File: src/rtl/vc_sched_pkg.sv
// Shared defaults and state encoding for the virtual-channel output scheduler.
package vc_sched_pkg;

  localparam int DEF_NUM_VC       = 4;
  localparam int DEF_LOG_NUM_VC   = 2;
  localparam int DEF_CREDIT_WIDTH = 4;
  localparam int DEF_MAX_CREDIT   = 8;

  typedef enum logic {
    IDLE   = 1'b0,
    LOCKED = 1'b1
  } sched_state_e;

endpackage

File: src/rtl/rr_arbiter_comb.sv
// Combinational round-robin arbiter: first request at or above i_ptr wins,
// searching upward and wrapping, via a doubled request vector.
module rr_arbiter_comb #(
  parameter int N    = 4,
  parameter int LOGN = 2
) (
  input  logic [N-1:0]    i_req,
  input  logic [LOGN-1:0] i_ptr,
  output logic [N-1:0]    o_grant,
  output logic [LOGN-1:0] o_grant_idx,
  output logic            o_any_grant
);

  logic [2*N-1:0] w_rotated;

  always_comb begin
    w_rotated   = {i_req, i_req} >> i_ptr;
    o_grant     = '0;
    o_grant_idx = '0;
    o_any_grant = 1'b0;
    for (int j = 0; j < N; j++) begin
      if (!o_any_grant && w_rotated[j]) begin
        o_any_grant = 1'b1;
        o_grant_idx = LOGN'((int'(i_ptr) + j) % N);
        o_grant     = N'(1) << ((int'(i_ptr) + j) % N);
      end
    end
  end

endmodule

File: src/rtl/vc_fifo_scheduler.sv
// Wormhole round-robin output scheduler over a bank of VC FIFOs with
// per-VC downstream credit tracking.
module vc_fifo_scheduler
  import vc_sched_pkg::*;
#(
  parameter int NUM_VC       = DEF_NUM_VC,
  parameter int LOG_NUM_VC   = DEF_LOG_NUM_VC,
  parameter int CREDIT_WIDTH = DEF_CREDIT_WIDTH,
  parameter int MAX_CREDIT   = DEF_MAX_CREDIT
) (
  input  logic                  clock,
  input  logic                  reset,
  input  logic                  enable,
  input  logic [NUM_VC-1:0]     fifo_empty,
  input  logic [NUM_VC-1:0]     fifo_tail,
  input  logic                  out_ready,
  input  logic [NUM_VC-1:0]     credit_in,
  output logic [NUM_VC-1:0]     fifo_read,
  output logic                  out_valid,
  output logic [LOG_NUM_VC-1:0] out_vc,
  output logic                  out_tail,
  output logic                  locked,
  output logic                  credit_err
);

  localparam logic [CREDIT_WIDTH-1:0] MAX_CNT  = CREDIT_WIDTH'(MAX_CREDIT);
  localparam logic [CREDIT_WIDTH-1:0] ONE_CNT  = CREDIT_WIDTH'(1);
  localparam logic [LOG_NUM_VC-1:0]   LAST_VC  = LOG_NUM_VC'(NUM_VC - 1);

  sched_state_e          r_state, w_state_nxt;
  logic [LOG_NUM_VC-1:0] r_lock_vc, w_lock_vc_nxt;
  logic [LOG_NUM_VC-1:0] r_rr_ptr, w_rr_ptr_nxt;
  logic                  r_credit_err;

  logic [NUM_VC-1:0]     w_elig, w_cand, w_grant, w_err_hit;
  logic [LOG_NUM_VC-1:0] w_grant_idx;
  logic                  w_any, w_xfer;

  // Simultaneous pop and return cancel; a return at full credit is an error.
  for (genvar i = 0; i < NUM_VC; i++) begin : g_credit
    logic [CREDIT_WIDTH-1:0] r_credit;
    logic                    w_at_max;

    assign w_at_max     = (r_credit == MAX_CNT);
    assign w_elig[i]    = ~fifo_empty[i] & (r_credit != '0);
    assign w_err_hit[i] = credit_in[i] & ~fifo_read[i] & w_at_max;

    always_ff @(posedge clock or negedge reset) begin
      if (!reset) begin
        r_credit <= MAX_CNT;
      end else if (fifo_read[i] & ~credit_in[i]) begin
        r_credit <= r_credit - ONE_CNT;
      end else if (credit_in[i] & ~fifo_read[i] & ~w_at_max) begin
        r_credit <= r_credit + ONE_CNT;
      end
    end
  end

  assign w_cand = (r_state == LOCKED) ? (w_elig & (NUM_VC'(1) << r_lock_vc)) : w_elig;

  rr_arbiter_comb #(
    .N    (NUM_VC),
    .LOGN (LOG_NUM_VC)
  ) u_arb (
    .i_req       (w_cand),
    .i_ptr       (r_rr_ptr),
    .o_grant     (w_grant),
    .o_grant_idx (w_grant_idx),
    .o_any_grant (w_any)
  );

  // Gating with reset keeps every output low while reset is held.
  assign w_xfer = reset & enable & out_ready & w_any;

  always_ff @(posedge clock or negedge reset) begin
    if (!reset) begin
      r_state      <= IDLE;
      r_lock_vc    <= '0;
      r_rr_ptr     <= '0;
      r_credit_err <= 1'b0;
    end else begin
      r_state      <= w_state_nxt;
      r_lock_vc    <= w_lock_vc_nxt;
      r_rr_ptr     <= w_rr_ptr_nxt;
      r_credit_err <= r_credit_err | (|w_err_hit);
    end
  end

  always_comb begin
    w_state_nxt   = r_state;
    w_lock_vc_nxt = r_lock_vc;
    w_rr_ptr_nxt  = r_rr_ptr;
    fifo_read     = '0;
    out_valid     = 1'b0;
    out_vc        = '0;
    out_tail      = 1'b0;
    if (w_xfer) begin
      fifo_read = w_grant;
      out_valid = 1'b1;
      out_vc    = w_grant_idx;
      out_tail  = fifo_tail[w_grant_idx];
      // The round-robin pointer only advances once a whole packet has gone.
      if (fifo_tail[w_grant_idx]) begin
        w_state_nxt  = IDLE;
        w_rr_ptr_nxt = (w_grant_idx == LAST_VC) ? '0 : w_grant_idx + LOG_NUM_VC'(1);
      end else begin
        w_state_nxt   = LOCKED;
        w_lock_vc_nxt = w_grant_idx;
      end
    end
  end

  assign locked     = (r_state == LOCKED);
  assign credit_err = r_credit_err;

endmodule

File: config.mk
export PLATFORM = sky130hd
export DESIGN_NAME = vc_fifo_scheduler
export DESIGN_NICKNAME = d
export VERILOG_FILES = /design/src/rtl/vc_sched_pkg.sv /design/src/rtl/rr_arbiter_comb.sv /design/src/rtl/vc_fifo_scheduler.sv
export SDC_FILE = /design/constraint.sdc
export NUM_CORES = 1
export LEC_CHECK = 0
export ABC_AREA = 1
export CAP_MARGIN = 10
export CORE_AREA = 2 2 92 94
export CTS_CLUSTER_DIAMETER = 60
export DETAILED_ROUTE_END_ITERATION = 6
export DIE_AREA = 0 0 94 96
export PLACE_DENSITY = 0.55
export SETUP_SLACK_MARGIN = 0.2
export SYNTH_ARGS = -nofsm -noshare
export SYNTH_HDL_FRONTEND = slang
export SYNTH_HIERARCHICAL = 1
export SYNTH_SLANG_ARGS = --single-unit
File: constraint.sdc
create_clock -name clock -period 6.2 [get_ports clock]
set_input_delay 1.24 -clock clock [delete_from_list [all_inputs] [get_ports clock]]
set_output_delay 1.24 -clock clock [all_outputs]
set_load 0.02 [all_outputs]
==> impl_metrics.yaml <==
die:
  dieWidth_um: 94
  die_area_um2: 9024
  core_area_um2: 8051
  start_util_pct: 26.25
  ios: 26
  fp-row-count: 33
  die_h_um: 96
clock_tree:
  cts_max_level: 1
  cts_buffers: 3
  clock-root-buffer: "clkbuf_8"
  hold_buffers: 0
  clk_latency_ns: 0.27
  cts_tree: "yes"
  cts_buffer_depth: 2
  cts_sinks: 22
  cts_resized: 0
  cts_setup_buffers: 0
  path_clk_slew_ns: 0.08
min_path:
  hp-class: "register to register"
  min_delay_path_depth: 2
  hold_path.startpoint: "g_credit[1].r_credit[3]"
  holdPathEnd: "g_credit[1].r_credit[3]"
yosys:
  ys_seq_elements: 22
  yosysWarningCount: 6
  yosysSeqAreaShare_pct: 26.29
  synth_flop_cell: "dfrtp_1"
  synth_cells: 320
  synthArstFlopShare_pct: 100.0
  syn_area_per_cell_um2: 6.604
  yosys-top-cells-area: "dfrtp_1 21%, nand2_1 18%, inv_1 9.4%, nand4_1 6.2%, nand3_1 6.2%"
  synth_area_leader_cell: "dfrtp_1"
  synth_top_area_share_pct: 21.31
  ys_types: 30
  synthesis.nets: 345
  synth_edf_count: 0
  syn_area_um2: 2113
routing:
  routed.top_layer: "met4"
  post-route-drc-count: 0
  vias_per_cell: 4.514
  route.detailed.wl_per_inst_um: 11.00
  drt_wl_total_um: 4982
  wl_met1_um: 2202
  drt-pass1-iter-count: 4
  wl_met2_um: 2510
  drt_iter0_drc: 84
  ant_nets: 0
  vias: 2045
  dr_wl_met3_um: 186
grt:
  grtUsageTotal_pct: 11.78
  globalRouteOverflowTotal: 0
  grt_max_degree: 23
  antenna_found_initial: 0
  grt_pass1_vias: 1875
  grt_first_pass_wirelength_um: 8535
worst_setup_path:
  worst_r2r_endpoint: "g_credit[1].r_credit[2]"
  timing.reg2reg.setup_slack_ns: 2.89
  rr_worst_depth: 23
  startpoint_type: "input port"
  crit_type: "input port to primary output"
  crit_path_max_fanout: 7
  end_kind: "primary output"
  cp_data_arrival_time_ns: 4.14
  required_ns: 4.96
  reg2reg_from: "g_credit[3].r_credit[3]"
timing:
  max_freq_ghz: 0.1860
  slew_viol_final: 0
  tightest_slew_ns: 0.4183
  final.setup_skew_ns: 0.009440
  period_share_pct: 86.70
  setup_violations: 0
  final.min_clock_period_ns: 5.375
  setup_tns_ns: 0
  finalHoldViolCount: 0
  slew_headroom_pct: 71.90
  grt_setup_unrepaired: "no"
placement:
  hpwlAfterDp_um: 3994
  io_buffers: 25
  place.gp.congestion: 0.8233
  dpl-instance-area_um2: 2476
finish:
  n_fill_cell: 862
  final_area_um2: 2547
  diodes: 0
  nets: 374
  drive_gt1_share_pct: 12.36
  final_cell_mix: "103 x nand2_1, 53 x inv_1, 26 x nand3_1"
  final_common_cell: "nand2_1"
  area_growth_pct: 20.54
job:
  cap_violations: 0
pwr:
  power_density_nw_per_um2: 472.5
  vdd_drop_max_v: 0.0001152
  power.leakage_nw: 1.327
outcome:
  status: "finished, final reports clean"
-- metal layers --
metal  global-route usage (%)  up-vias
met5                        0        -
met1                    14.59      929
met2                    21.07       29
met4                    4.106        0
met3                    1.488        6
li1                         -     1081
-- where the power goes --
group / switching, mW / total, mW / internal, mW
combinational: 0.509 / 0.771 / 0.262
clock: 0.0521 / 0.138 / 0.0863
sequential: 0.0780 / 0.294 / 0.216
total: 0.639 / 1.20 / 0.564
-- critical path, stage by stage --
cell             delay, ns
clkdlybuf4s50_1       0.42
a211oi_1              0.32
inv_1                 0.07
nand2_1               0.09
nand3_2               0.18
nand2_4               0.14
nor2_2                0.07
a21oi_1               0.12
nand3_1               0.19
inv_1                 0.17
nor2_1                0.06
o22a_1                0.24
nor2_1                0.18
clkdlybuf4s50_1       0.64
-- sequential cells by signal, summed over array words and instances, names as in the netlist --
signal	count
g_credit.r_credit	16
r_lock_vc	2
r_rr_ptr	2
credit_err	1
locked	1
-- area by class of cell --
class | count | area [µm²] | area share (%)
clock buffers | 3 | 41.29 | 1.621
multi-input cells | 237 | 1305 | 51.23
repair buffers | 27 | 265.3 | 10.41
well taps | 105 | 131.4 | 5.157
flip-flops and latches | 22 | 555.5 | 21.81
clock inverters | 1 | 30.03 | 1.179
inverters | 58 | 219.0 | 8.595
-- Yosys cell counts, types with 2 or more instances --
cell        n
nand2_1   103
nand2_4     3
inv_1      53
nor2_1      9
nand4_1    21
xor2_1      4
inv_2       4
a21oi_1    12
nand2_2    13
nand3_4     4
a211oi_1    4
nor2_4      2
a21boi_0    4
nor3_1      2
dfrtp_1    18
nand3_1    26
ha_1        9
nand3_2     4
dfstp_2     4
o21ai_0    11
-- through the flow --
step | power, mW | setup WS (ns) | cells | hold WS, ns | util (%)
3_5_place_dp | 1.068 | 0.8259 | 449 | 0.4958 | 30.75
4_1_cts | 1.211 | 0.8089 | 453 | 0.5091 | 31.64
6_report | 1.204 | 0.8248 | 453 | 0.5019 | 31.64
2_1_floorplan | 0.8997 | 1.920 | 320 | 0.4683 | -
5_1_grt | 1.344 | 0.4771 | 453 | 0.5364 | 31.64
3_3_place_gp | 1.060 | 0.8111 | 449 | 0.4884 | 30.75
-- cell families (layout without fill, tap and decap cells) --
group	count (synthesis)	count (layout)	share of synthesized area (%)
xor+xnor	4	4	1.658
buf+inv	61	89	11.96
fa+ha+maj	9	9	5.329
flops	22	22	26.29
simple gates	191	191	45.83
compound gates	33	33	8.940
-- worst max path at each step --
stage                              from  endpoint  depth (start not counted)
after floorplan           fifo_empty[3]  out_tail                         13
after global placement    fifo_empty[3]  out_tail                         14
after detailed placement  fifo_empty[3]  out_tail                         14
after CTS                 fifo_empty[3]  out_tail                         14
after global routing      fifo_empty[3]  out_tail                         14
final                     fifo_empty[3]  out_tail                         14
(Power assumes the default switching activity.)
